[src/rtl/pipe_ctrl_unit_pkg.sv]
// Opcode constants, control encodings and the decoded control bundle shared by the
// pipelined control unit and its decoder.
package pipe_ctrl_unit_pkg;

  localparam logic [5:0] OpNop   = 6'd0;
  localparam logic [5:0] OpAdd   = 6'd1;
  localparam logic [5:0] OpSub   = 6'd2;
  localparam logic [5:0] OpAnd   = 6'd3;
  localparam logic [5:0] OpOr    = 6'd4;
  localparam logic [5:0] OpXor   = 6'd5;
  localparam logic [5:0] OpNot   = 6'd6;
  localparam logic [5:0] OpSge   = 6'd7;
  localparam logic [5:0] OpSgt   = 6'd8;
  localparam logic [5:0] OpSle   = 6'd9;
  localparam logic [5:0] OpSlt   = 6'd10;
  localparam logic [5:0] OpSeq   = 6'd11;
  localparam logic [5:0] OpSne   = 6'd12;
  localparam logic [5:0] OpAddf  = 6'd13;
  localparam logic [5:0] OpMulf  = 6'd14;
  localparam logic [5:0] OpAddi  = 6'd16;
  localparam logic [5:0] OpSubi  = 6'd17;
  localparam logic [5:0] OpMovei = 6'd18;
  localparam logic [5:0] OpLoad  = 6'd20;
  localparam logic [5:0] OpStore = 6'd21;
  localparam logic [5:0] OpMove  = 6'd22;
  localparam logic [5:0] OpSli   = 6'd24;
  localparam logic [5:0] OpSri   = 6'd25;
  localparam logic [5:0] OpJump  = 6'd28;
  localparam logic [5:0] OpBra   = 6'd29;

  localparam logic [1:0] MtrAlu  = 2'b00;
  localparam logic [1:0] MtrMem  = 2'b01;
  localparam logic [1:0] MtrMove = 2'b10;

  localparam logic [1:0] JbNone = 2'b00;
  localparam logic [1:0] JbBra  = 2'b01;
  localparam logic [1:0] JbJump = 2'b10;

  localparam logic [1:0] FwdNone = 2'b00;
  localparam logic [1:0] FwdMem  = 2'b01;
  localparam logic [1:0] FwdWb   = 2'b10;

  typedef enum logic {DestRd, DestRt} dest_sel_e;

  typedef struct packed {
    logic       rf_write;
    logic       dm_write;
    dest_sel_e  dest_sel;
    logic [1:0] mem_to_reg;
    logic [1:0] jump_or_branch;
    logic       sli_sri;
    logic       imm_instr;
    logic       uses_rs;
    logic       uses_rt;
  } ctrl_t;

endpackage

[src/rtl/pipe_ctrl_decode.sv]
// Combinational opcode decoder: ID-stage opcode to control bundle. Anything not
// recognised (including NOP and id_valid low) yields an all-zero bundle with legal low.
module pipe_ctrl_decode
  import pipe_ctrl_unit_pkg::*;
#(
  parameter int unsigned OPC_W = 6
) (
  input  logic             valid,
  input  logic [OPC_W-1:0] opcode,
  output ctrl_t            ctrl,
  output logic             legal
);

  always_comb begin
    ctrl  = '0;
    legal = 1'b0;
    if (valid) begin
      legal = 1'b1;
      case (opcode)
        OPC_W'(OpAdd), OPC_W'(OpSub), OPC_W'(OpAnd), OPC_W'(OpOr), OPC_W'(OpXor),
        OPC_W'(OpNot), OPC_W'(OpSge), OPC_W'(OpSgt), OPC_W'(OpSle), OPC_W'(OpSlt),
        OPC_W'(OpSeq), OPC_W'(OpSne), OPC_W'(OpAddf), OPC_W'(OpMulf): begin
          ctrl.rf_write = 1'b1;
          ctrl.uses_rs  = 1'b1;
          ctrl.uses_rt  = 1'b1;
        end
        OPC_W'(OpAddi), OPC_W'(OpSubi): begin
          ctrl.rf_write  = 1'b1;
          ctrl.imm_instr = 1'b1;
          ctrl.uses_rs   = 1'b1;
        end
        OPC_W'(OpMovei): begin
          ctrl.rf_write  = 1'b1;
          ctrl.imm_instr = 1'b1;
        end
        OPC_W'(OpLoad): begin
          ctrl.rf_write   = 1'b1;
          ctrl.dest_sel   = DestRt;
          ctrl.mem_to_reg = MtrMem;
          ctrl.uses_rs    = 1'b1;
        end
        OPC_W'(OpStore): begin
          ctrl.dm_write = 1'b1;
          ctrl.uses_rs  = 1'b1;
          ctrl.uses_rt  = 1'b1;
        end
        OPC_W'(OpMove): begin
          ctrl.rf_write   = 1'b1;
          ctrl.dest_sel   = DestRt;
          ctrl.mem_to_reg = MtrMove;
          ctrl.uses_rs    = 1'b1;
        end
        OPC_W'(OpSli), OPC_W'(OpSri): begin
          ctrl.rf_write = 1'b1;
          ctrl.dest_sel = DestRt;
          ctrl.sli_sri  = 1'b1;
          ctrl.uses_rs  = 1'b1;
        end
        OPC_W'(OpJump): ctrl.jump_or_branch = JbJump;
        OPC_W'(OpBra): begin
          ctrl.jump_or_branch = JbBra;
          ctrl.uses_rs        = 1'b1;
        end
        default: legal = 1'b0;
      endcase
    end
  end

endmodule

[src/rtl/pipe_ctrl_unit.sv]
// Pipelined control unit: decodes ID, carries controls through ID/EX, EX/MEM, MEM/WB and
// resolves hazards. Define PIPE_CTRL_FWD_EN to enable operand forwarding (load-use stall only).
module pipe_ctrl_unit
  import pipe_ctrl_unit_pkg::*;
#(
  parameter int unsigned OPC_W    = 6,
  parameter int unsigned RA_W     = 5,
  parameter int unsigned MULF_LAT = 1
) (
  input  logic             clk,
  input  logic             reset,
  input  logic             id_valid,
  input  logic [OPC_W-1:0] id_opcode,
  input  logic [RA_W-1:0]  id_rs,
  input  logic [RA_W-1:0]  id_rt,
  input  logic [RA_W-1:0]  id_rd,
  input  logic             ex_branch_taken,
  output logic             pc_stall,
  output logic             ifid_stall,
  output logic             ifid_flush,
  output logic             ex_valid,
  output logic             ex_imm_instr,
  output logic             ex_sli_sri,
  output logic [1:0]       ex_jump_or_branch,
  output logic [OPC_W-1:0] ex_opcode,
  output logic             mem_dm_write,
  output logic             wb_rf_write,
  output logic [1:0]       wb_mem_to_reg,
  output logic [RA_W-1:0]  wb_dest,
  output logic [1:0]       fwd_a_sel,
  output logic [1:0]       fwd_b_sel
);

  localparam logic [3:0] MulfLoad = 4'(MULF_LAT - 1);

  ctrl_t            id_ctrl;
  logic             id_legal;
  logic             id_is_mulf;
  logic [RA_W-1:0]  id_dest;

  logic             ex_valid_q, ex_rf_write_q, ex_dm_write_q, ex_sli_sri_q, ex_imm_q;
  logic [1:0]       ex_mem_to_reg_q, ex_jb_q;
  logic [OPC_W-1:0] ex_opcode_q;
  logic [RA_W-1:0]  ex_dest_q;

  logic             mem_rf_write_q, mem_dm_write_q;
  logic [1:0]       mem_mem_to_reg_q;
  logic [RA_W-1:0]  mem_dest_q;

  logic             wb_rf_write_q;
  logic [1:0]       wb_mem_to_reg_q;
  logic [RA_W-1:0]  wb_dest_q;

  logic [3:0]       mulf_cnt_q;

  logic branch_flush, mulf_busy, mulf_hold, raw_stall, id_hit_ex, ex_bubble, ex_load;

  pipe_ctrl_decode #(
    .OPC_W (OPC_W)
  ) u_decode (
    .valid  (id_valid),
    .opcode (id_opcode),
    .ctrl   (id_ctrl),
    .legal  (id_legal)
  );

  assign id_dest    = !id_ctrl.rf_write        ? '0    :
                      (id_ctrl.dest_sel == DestRt) ? id_rt : id_rd;
  assign id_is_mulf = id_legal && (id_opcode == OPC_W'(OpMulf));

  assign branch_flush = ex_valid_q && (ex_jb_q == JbBra) && ex_branch_taken;
  assign mulf_busy    = (mulf_cnt_q != 4'd0);
  assign id_hit_ex    = (id_ctrl.uses_rs && (id_rs == ex_dest_q)) ||
                        (id_ctrl.uses_rt && (id_rt == ex_dest_q));

`ifdef PIPE_CTRL_FWD_EN
  logic            ex_use_rs_q, ex_use_rt_q;
  logic [RA_W-1:0] ex_rs_q, ex_rt_q;

  // Only a load in EX cannot be satisfied by forwarding.
  assign raw_stall = ex_valid_q && ex_rf_write_q && (ex_mem_to_reg_q == MtrMem) && id_hit_ex;

  always_comb begin
    fwd_a_sel = FwdNone;
    fwd_b_sel = FwdNone;
    if (ex_use_rs_q) begin
      if (mem_rf_write_q && (mem_dest_q == ex_rs_q))     fwd_a_sel = FwdMem;
      else if (wb_rf_write_q && (wb_dest_q == ex_rs_q))  fwd_a_sel = FwdWb;
    end
    if (ex_use_rt_q) begin
      if (mem_rf_write_q && (mem_dest_q == ex_rt_q))     fwd_b_sel = FwdMem;
      else if (wb_rf_write_q && (wb_dest_q == ex_rt_q))  fwd_b_sel = FwdWb;
    end
  end

  always_ff @(posedge clk) begin
    if (reset || ex_bubble) begin
      ex_use_rs_q <= 1'b0;
      ex_use_rt_q <= 1'b0;
      ex_rs_q     <= '0;
      ex_rt_q     <= '0;
    end else if (ex_load) begin
      ex_use_rs_q <= id_ctrl.uses_rs;
      ex_use_rt_q <= id_ctrl.uses_rt;
      ex_rs_q     <= id_rs;
      ex_rt_q     <= id_rt;
    end
  end
`else
  logic id_hit_mem;

  // Register file is write-through, so a writer already in WB never blocks ID.
  assign id_hit_mem = (id_ctrl.uses_rs && (id_rs == mem_dest_q)) ||
                      (id_ctrl.uses_rt && (id_rt == mem_dest_q));
  assign raw_stall  = (ex_valid_q && ex_rf_write_q && id_hit_ex) ||
                      (mem_rf_write_q && id_hit_mem);
  assign fwd_a_sel  = FwdNone;
  assign fwd_b_sel  = FwdNone;
`endif

  assign mulf_hold = mulf_busy && !branch_flush;
  assign ex_bubble = branch_flush || (!mulf_busy && raw_stall);
  assign ex_load   = !ex_bubble && !mulf_hold;

  // Priority: branch flush > MULF busy > RAW stall > jump flush.
  always_comb begin
    pc_stall   = 1'b0;
    ifid_stall = 1'b0;
    ifid_flush = 1'b0;
    if (!reset) begin
      if (branch_flush) begin
        ifid_flush = 1'b1;
      end else if (mulf_busy || raw_stall) begin
        pc_stall   = 1'b1;
        ifid_stall = 1'b1;
      end else if (id_ctrl.jump_or_branch == JbJump) begin
        ifid_flush = 1'b1;
      end
    end
  end

  always_ff @(posedge clk) begin
    if (reset) begin
      ex_valid_q       <= 1'b0;
      ex_rf_write_q    <= 1'b0;
      ex_dm_write_q    <= 1'b0;
      ex_sli_sri_q     <= 1'b0;
      ex_imm_q         <= 1'b0;
      ex_mem_to_reg_q  <= MtrAlu;
      ex_jb_q          <= JbNone;
      ex_opcode_q      <= '0;
      ex_dest_q        <= '0;
      mem_rf_write_q   <= 1'b0;
      mem_dm_write_q   <= 1'b0;
      mem_mem_to_reg_q <= MtrAlu;
      mem_dest_q       <= '0;
      wb_rf_write_q    <= 1'b0;
      wb_mem_to_reg_q  <= MtrAlu;
      wb_dest_q        <= '0;
      mulf_cnt_q       <= 4'd0;
    end else begin
      wb_rf_write_q   <= mem_rf_write_q;
      wb_mem_to_reg_q <= mem_mem_to_reg_q;
      wb_dest_q       <= mem_dest_q;

      if (mulf_hold) begin
        mem_rf_write_q   <= 1'b0;
        mem_dm_write_q   <= 1'b0;
        mem_mem_to_reg_q <= MtrAlu;
        mem_dest_q       <= '0;
        mulf_cnt_q       <= mulf_cnt_q - 4'd1;
      end else begin
        mem_rf_write_q   <= ex_rf_write_q;
        mem_dm_write_q   <= ex_dm_write_q;
        mem_mem_to_reg_q <= ex_mem_to_reg_q;
        mem_dest_q       <= ex_dest_q;
        mulf_cnt_q       <= (ex_load && id_is_mulf) ? MulfLoad : 4'd0;
      end

      if (ex_bubble) begin
        ex_valid_q      <= 1'b0;
        ex_rf_write_q   <= 1'b0;
        ex_dm_write_q   <= 1'b0;
        ex_sli_sri_q    <= 1'b0;
        ex_imm_q        <= 1'b0;
        ex_mem_to_reg_q <= MtrAlu;
        ex_jb_q         <= JbNone;
        ex_opcode_q     <= '0;
        ex_dest_q       <= '0;
      end else if (ex_load) begin
        ex_valid_q      <= id_legal;
        ex_rf_write_q   <= id_ctrl.rf_write;
        ex_dm_write_q   <= id_ctrl.dm_write;
        ex_sli_sri_q    <= id_ctrl.sli_sri;
        ex_imm_q        <= id_ctrl.imm_instr;
        ex_mem_to_reg_q <= id_ctrl.mem_to_reg;
        ex_jb_q         <= id_ctrl.jump_or_branch;
        ex_opcode_q     <= id_legal ? id_opcode : '0;
        ex_dest_q       <= id_dest;
      end
    end
  end

  assign ex_valid          = ex_valid_q;
  assign ex_imm_instr      = ex_imm_q;
  assign ex_sli_sri        = ex_sli_sri_q;
  assign ex_jump_or_branch = ex_jb_q;
  assign ex_opcode         = ex_opcode_q;
  assign mem_dm_write      = mem_dm_write_q;
  assign wb_rf_write       = wb_rf_write_q;
  assign wb_mem_to_reg     = wb_mem_to_reg_q;
  assign wb_dest           = wb_dest_q;

endmodule

[config.mk]
export PLATFORM = sky130hd
export DESIGN_NAME = pipe_ctrl_unit
export DESIGN_NICKNAME = d
export VERILOG_FILES = /design/src/rtl/pipe_ctrl_unit_pkg.sv /design/src/rtl/pipe_ctrl_decode.sv /design/src/rtl/pipe_ctrl_unit.sv
export SDC_FILE = /design/constraint.sdc
export NUM_CORES = 1
export LEC_CHECK = 0
export CAP_MARGIN = 10
export CELL_PAD_IN_SITES_DETAIL_PLACEMENT = 0
export CELL_PAD_IN_SITES_GLOBAL_PLACEMENT = 1
export CORE_MARGIN = 2
export CORE_UTILIZATION = 35
export DETAILED_ROUTE_END_ITERATION = 10
export PLACE_DENSITY = 0.87
export SLEW_MARGIN = 20
export SYNTH_ARGS = -nofsm -noshare
export SYNTH_HDL_FRONTEND = slang
export SYNTH_SLANG_ARGS = --single-unit
[constraint.sdc]
create_clock -name clk -period 2.9 [get_ports clk]
set_input_delay 0.58 -clock clk [delete_from_list [all_inputs] [get_ports clk]]
set_output_delay 0.58 -clock clk [all_outputs]
set_load 0.005 [all_outputs]
### Word level (Yosys, flattened, before mapping)

Cells that the tools add are included.

* equality and inequality tests: 30
* multiplexer cells: 22
* reductions and logical operators: 32
* bitwise logic cells: 1
* add/sub/neg operators: 1

Operator list (number)
* $eq A6 B5 Y1 const B: 10
* $eq A6 B4 Y1 const B: 7
* $eq A6 B3 Y1 const B: 4
* $reduce_or A24 Y1: 1
* $reduce_or A22 Y1: 1
* $reduce_or A21 Y1: 1
* $eq A5 B5 Y1: 4
* $mux W1: 16
* $reduce_or A15 Y1: 1
* $eq A6 B2 Y1 const B: 2
* $logic_and A1 B1 Y1: 12
* $mux W11: 1
* $mux W5: 2
* $pmux W2 S2: 2
* $reduce_or A2 Y1: 4
* $eq A6 B1 Y1 const B: 1
* $mux W6: 1
* $logic_or A1 B1 Y1: 5
* $logic_not A1 Y1: 4
* $reduce_bool A4 Y1: 1
* $reduce_or A4 Y1: 1
* $sub A4 B1 Y4 const B: 1
* $reduce_or A3 Y1: 1
* $eq A2 B1 Y1 const B: 1
* 2 further kinds: 2

* bits in registers: 41
* output and inout port bits: 27

### Longest topological paths before layout

* word-level depth: 12
* mapped depth: 9
* gate-level depth less buffers: 8

### Hierarchy

From an unflattened synthesis, not the netlist that was laid out.

* cell total of the unflattened synthesis: 230
* area, all modules: 2072.0 um^2

Modules (own cells, without submodules)
* pipe_ctrl_unit: seq. area each 820.8 um^2, cells an instance 190, times used 1, area an instance 1789.2 um^2
* pipe_ctrl_decode: seq. area each 0.0 um^2, cells an instance 40, times used 1, area an instance 282.8 um^2

### Worst setup path after synthesis

No wires, ideal clock.

* path kind: input -> output
* from: input id_rs[3]
* to: output pc_stall
* required time: 2.320 ns
* path buffers: 2
* data arrival time: 2.012 ns
* slack: 0.308 ns
* stages: 8
* cells stage by stage: xor2_1 -> nor4_2 -> a32oi_1 -> o32a_1 -> buf_6 -> nor2_1 -> o21a_1 -> buf_4

* word-level cells in the longest chain between the ends: 9
* elaborated cells on any way between the ends: 13
* those cells by class: eq/ne (2); mux (3); reduce/logical (8)

RTL lines
* from (decl): RTL line pipe_ctrl_unit.sv:14 `input logic [RA_W-1:0] id_rs,`
* $eq A5 B5 Y1 (on tied branches): RTL line pipe_ctrl_unit.sv:73, pipe_ctrl_unit.sv:113
* $logic_and A1 B1 Y1 (on tied branches): RTL line pipe_ctrl_unit.sv:73, pipe_ctrl_unit.sv:113
* $logic_or A1 B1 Y1 (on tied branches): RTL line pipe_ctrl_unit.sv:73, pipe_ctrl_unit.sv:113
* $logic_and A1 B1 Y1 (on tied branches): RTL line pipe_ctrl_unit.sv:115, pipe_ctrl_unit.sv:116
* $logic_or A1 B1 Y1 (*): RTL line pipe_ctrl_unit.sv:115 `assign raw_stall = (ex_valid_q && ex_rf_write_q && id_hit_ex) ||`
* $logic_or A1 B1 Y1 (*): RTL line pipe_ctrl_unit.sv:133 `end else if (mulf_busy || raw_stall) begin`
* $mux W1 (*) (3 in series)
* to (decl): RTL line pipe_ctrl_unit.sv:18 `output logic pc_stall,`

Every way passes the cells marked *; elsewhere a longest branch is shown, timed or not.

### Worst setup path after layout

* from: input id_opcode[1]
* to: output ifid_flush

* word-level cells in the longest chain between the ends: 12
* elaborated cells on any way between the ends: 44
* those cells by class: eq/ne (24); mux (8); reduce/logical (12)

RTL lines
* from (decl): RTL line pipe_ctrl_unit.sv:13 `input logic [OPC_W-1:0] id_opcode,`
* $eq A6 B4 Y1 (tied with other cells): RTL line pipe_ctrl_decode.sv:19 `case (opcode)`
* $reduce_or A22 Y1 (no line) / $reduce_or A15 Y1 (equally long branches)
* $mux W1: RTL line pipe_ctrl_decode.sv:19
* $mux W11 (*): RTL line pipe_ctrl_decode.sv:17 `if (valid) begin`
* $logic_and A1 B1 Y1 (on tied branches)
* $logic_or A1 B1 Y1 (on tied branches): RTL line pipe_ctrl_unit.sv:73, pipe_ctrl_unit.sv:113
* $logic_and A1 B1 Y1 (on tied branches): RTL line pipe_ctrl_unit.sv:115, pipe_ctrl_unit.sv:116
* $logic_or A1 B1 Y1: RTL line pipe_ctrl_unit.sv:115
* $logic_or A1 B1 Y1: RTL line pipe_ctrl_unit.sv:133
* $mux W1 (*): RTL line pipe_ctrl_unit.sv:133
* $mux W1 (*): RTL line pipe_ctrl_unit.sv:131 `if (branch_flush) begin`
* $mux W1 (*): RTL line pipe_ctrl_unit.sv:130 `if (!reset) begin`
* to (decl): RTL line pipe_ctrl_unit.sv:20 `output logic ifid_flush,`

Marks and branches as above.

==> results.py <==
metrics = {
    "clock_network": {
        "cts_hold_repair.buffers": 0,
        "cts_num_sinks": 41,
        "root_buf_cell": "sky130_fd_sc_hd__clkbuf_8",
        "tritoncts_clock_tree": "built",
        "clk_buf_depth": 2,
        "path_clk_slew_ns": 0.08,
        "cts_made_buffers": 5,
        "clock_latency_ns": 0.29,
        "cts_max_level": 2,
    },
    "place": {
        "place.port_buffers": 47,
        "place.detailed.hpwl_um": 3536,
        "dp_worst_setup_slack_ns": -0.6170,
        "gp_congestion": 0.8714,
    },
    "worst_setup_path": {
        "rr_startpoint": "ex_dest_q[4]",
        "cp_max_fo": 7,
        "cp-end-kind": "output pin",
        "arrival_ns": 2.25,
        "timing.reg2reg.setup_slack_ns": 0.90,
        "worstSetupPathType": "in2out",
        "reg2reg_to": "ex_opcode[0]",
        "reg2reg_depth": 7,
        "worstPathRequired_ns": 2.32,
        "startpoint_type": "input pin",
    },
    "sta": {
        "worst_clock_skew_ns": 0.005526,
        "fin_ws_ns": 0.06695,
        "setup_viol": 0,
        "max_clock_freq_mhz": 353.0,
        "maxSlewHeadroom_pct": 58.07,
        "hold_viol": 0,
        "timing.setup.tns_ns": 0,
        "drv_slew": 0,
        "tightestPinTransition_ns": 0.6290,
        "final.period_utilization_pct": 97.69,
        "layout_min_cycle_time_ns": 2.833,
    },
    "die": {
        "initial_utilization_pct": 35.86,
        "floorplan_die_width_um": 78.66,
        "design.portCount": 52,
        "num_rows": 27,
        "design.die.area_mm2": 0.006187,
        "fp.coreArea_mm2": 0.005439,
        "floorplan.die.height_um": 78.66,
    },
    "power_and_ir_drop": {
        "ir_worst_vdd_mv": 0.2619,
        "power.density_cell_area_mw_per_mm2": 395.2,
        "leakagePower_nw": 1.147,
    },
    "cells_and_area": {
        "post_layout_net_count": 321,
        "n_fill_cell": 547,
        "multiInputGateArea_mm2": 0.001037,
        "drive_above_1_share_pct": 17.57,
        "antenna-diode-count": 0,
        "seq_area_um2": 820.8,
        "areaGrowthSynthToFinish_pct": 41.12,
        "largest_register_ffs": 6,
    },
    "logic_synthesis": {
        "synth.distinct_cells": 44,
        "yosys-mux-area-fraction_pct": 0,
        "synthesized_instance_count": 223,
        "synth.ff_latch_count": 41,
        "asyncSetResetFlopFracSynth_pct": 0,
        "post_synthesis_share_of_cell_area_spent_on_xor_and_xnor_gates_pct": 9.878,
        "synth_adder_area_share_pct": 0.6414,
        "ys_warn_count": 0,
        "post_synth.cell_area_avg_um2": 8.747,
        "synth_compound_gate_area_share_pct": 15.84,
        "register_area_share_after_synthesis_pct": 42.08,
        "synth_simple_gate_area_share_pct": 24.76,
        "largest_family_of_logic_cells_by_synthesized_area": "simple AND/OR/NAND/NOR gates",
        "count_of_flip_flops_with_a_built_in_enable_after_synthesis": 0,
        "dominantRegCellSynth": "sky130_fd_sc_hd__dfxtp_1",
        "synthesis.area_mm2": 0.001951,
    },
    "detailed_routing": {
        "drt_pass1_iterations": 4,
        "drt_iter0_drc": 56,
        "total_number_of_vias": 1762,
        "detail_route.vias_per_cell": 4.788,
        "route.antenna.remaining_nets": 0,
        "drc": 0,
        "totalWireLength_um": 4528,
        "routedWlPerCell_um": 12.30,
    },
    "flow_run": {
        "number_of_max_capacitance_violations_reported": 0,
    },
    "outcome": {
        "outcome": "completed",
    },
    "global_route": {
        "first_global_vias": 1648,
        "gr-total-overflow": 0,
        "track_usage_pct": 15.31,
        "grt_start_max_net_pins": 17,
        "grt_pass1_wl_um": 7514,
        "grt_antenna_before_repair": 0,
    },
    "min_path": {
        "hold_path.startpoint": "mem_mem_to_reg_q[0]",
        "worst_hold_path.endpoint": "wb_mem_to_reg[0]",
        "holdCritPathClass": "reg2reg",
        "hold-path-cell-count": 1,
    },
}
-- critical path: stages --
cell and delay (ns):
sky130_fd_sc_hd__clkdlybuf4s50_1 0.42, sky130_fd_sc_hd__buf_4 0.16, sky130_fd_sc_hd__buf_4 0.15, sky130_fd_sc_hd__nor2_1 0.09, sky130_fd_sc_hd__nand4_1 0.16, sky130_fd_sc_hd__a21oi_2 0.18
sky130_fd_sc_hd__clkdlybuf4s50_1 0.51
-- power breakdown --
group,internal [mW],switching (mW)
sequential,0.570,0.00590
clock,0.166,0.195
combinational,0.0814,0.0699
-- layer usage --
metal	GRT usage, %	part of all wire, %	up-vias
li1	-	-	910
met1	19.74	47	802
met2	24.70	47	42
met3	3.448	4.1	8
met4	6.140	2.0	0
met5	0	0	-
-- cells by family after synthesis --
kind of cell,Yosys count
and+or+nand+nor,90
AOI/OAI and AO/OA,43
DFF,41
buffers and inverters,25
adders and majority gates,1
other,1
xor gates and xnor gates,22
-- timing repair --
action | CTS | global route
endpoints found under the hold margin | 0 | 0
setup endpoints to repair | 3 | 3
buffers inserted | 0 | 1
pin swaps | 8 | 4
gates resized for setup | 21 | 6
-- cells in the final DEF (no fill, tap or decap), types with 2 or more instances in the layout --
master / synthesis / routed
sky130_fd_sc_hd__and2_1: 9 / 9
sky130_fd_sc_hd__a21oi_1: 8 / 7
sky130_fd_sc_hd__dfxtp_1: 41 / 41
sky130_fd_sc_hd__a32o_1: 5 / 5
sky130_fd_sc_hd__dlygate4sd2_1: 0 / 11
sky130_fd_sc_hd__dlymetal6s2s_1: 0 / 2
sky130_fd_sc_hd__nor3_1: 3 / 3
sky130_fd_sc_hd__a31oi_1: 2 / 2
sky130_fd_sc_hd__or3b_2: 2 / 2
sky130_fd_sc_hd__or2_2: 2 / 2
sky130_fd_sc_hd__o21ai_0: 9 / 9
sky130_fd_sc_hd__buf_4: 6 / 31
sky130_fd_sc_hd__clkinv_2: 0 / 2
sky130_fd_sc_hd__inv_1: 9 / 9
sky130_fd_sc_hd__nand2_1: 20 / 20
sky130_fd_sc_hd__conb_1: 1 / 4
sky130_fd_sc_hd__nor4_2: 1 / 2
sky130_fd_sc_hd__a32oi_1: 8 / 8
sky130_fd_sc_hd__xnor2_1: 4 / 4
sky130_fd_sc_hd__nor4_1: 5 / 4
sky130_fd_sc_hd__xor2_1: 18 / 18
sky130_fd_sc_hd__clkbuf_8: 0 / 5
sky130_fd_sc_hd__buf_2: 4 / 2
sky130_fd_sc_hd__clkdlybuf4s50_1: 0 / 32
sky130_fd_sc_hd__nor2_1: 20 / 18
sky130_fd_sc_hd__nand3_1: 5 / 5
sky130_fd_sc_hd__nand2b_1: 4 / 4
sky130_fd_sc_hd__nand4_1: 2 / 2
sky130_fd_sc_hd__o41ai_1: 2 / 2
sky130_fd_sc_hd__nor2b_1: 9 / 9
-- worst max path at each step --
| stage | startpoint | end | slack [ns] | cells after the start |
|---|---|---|---|---|
| after floorplan | id_rs[3] | pc_stall | 0.31 | 8 |
| after global placement | id_rs[3] | ifid_stall | -0.57 | 8 |
| after detailed placement | id_rs[3] | pc_stall | -0.62 | 8 |
| after CTS | id_opcode[5] | ifid_flush | 0.002 | 7 |
| after global routing | id_opcode[0] | ifid_flush | -0.005 | 6 |
| final | id_opcode[1] | ifid_flush | 0.07 | 7 |
-- area by class of cell --
cell class,instances,share of cell area (%)
Clock buffer,5,2.500
Clock inverter,3,0.6364
Inverter,9,1.227
Multi-Input combinational cell,160,37.68
Sequential cell,41,29.82
Tap cell,72,3.273
Timing Repair Buffer,78,24.86
-- per-stage QoR --
stage	power (mW)	cells	cell area [um2]	hold slack (ns)	utilization (%)
finish	1.088	368	2753	0.4382	50.61
global route	1.140	368	2753	0.4540	50.61
CTS	1.104	367	2721	0.4411	50.03
detailed placement	0.7436	359	2653	0.4218	48.77
global placement	0.7425	359	2653	0.4210	48.77
floorplan	0.6590	226	1962	0.4128	-
-- cell usage after synthesis (all sizes together) (5+ instances only) --
cell / instances / area share (%)
o21ai: 9 / 2.3
a32o: 5 / 2.6
xor2: 18 / 8.1
nor2: 20 / 3.8
a21oi: 8 / 2.1
nor4: 6 / 2.2
nand2: 20 / 3.8
a32oi: 8 / 3.6
nor2b: 9 / 2.9
inv: 9 / 1.7
buf: 11 / 3.9
clkbuf: 5 / 0.96
nand3: 5 / 1.3
and2: 10 / 3.3
dfxtp: 41 / 42
(Power assumes the default switching activity.)
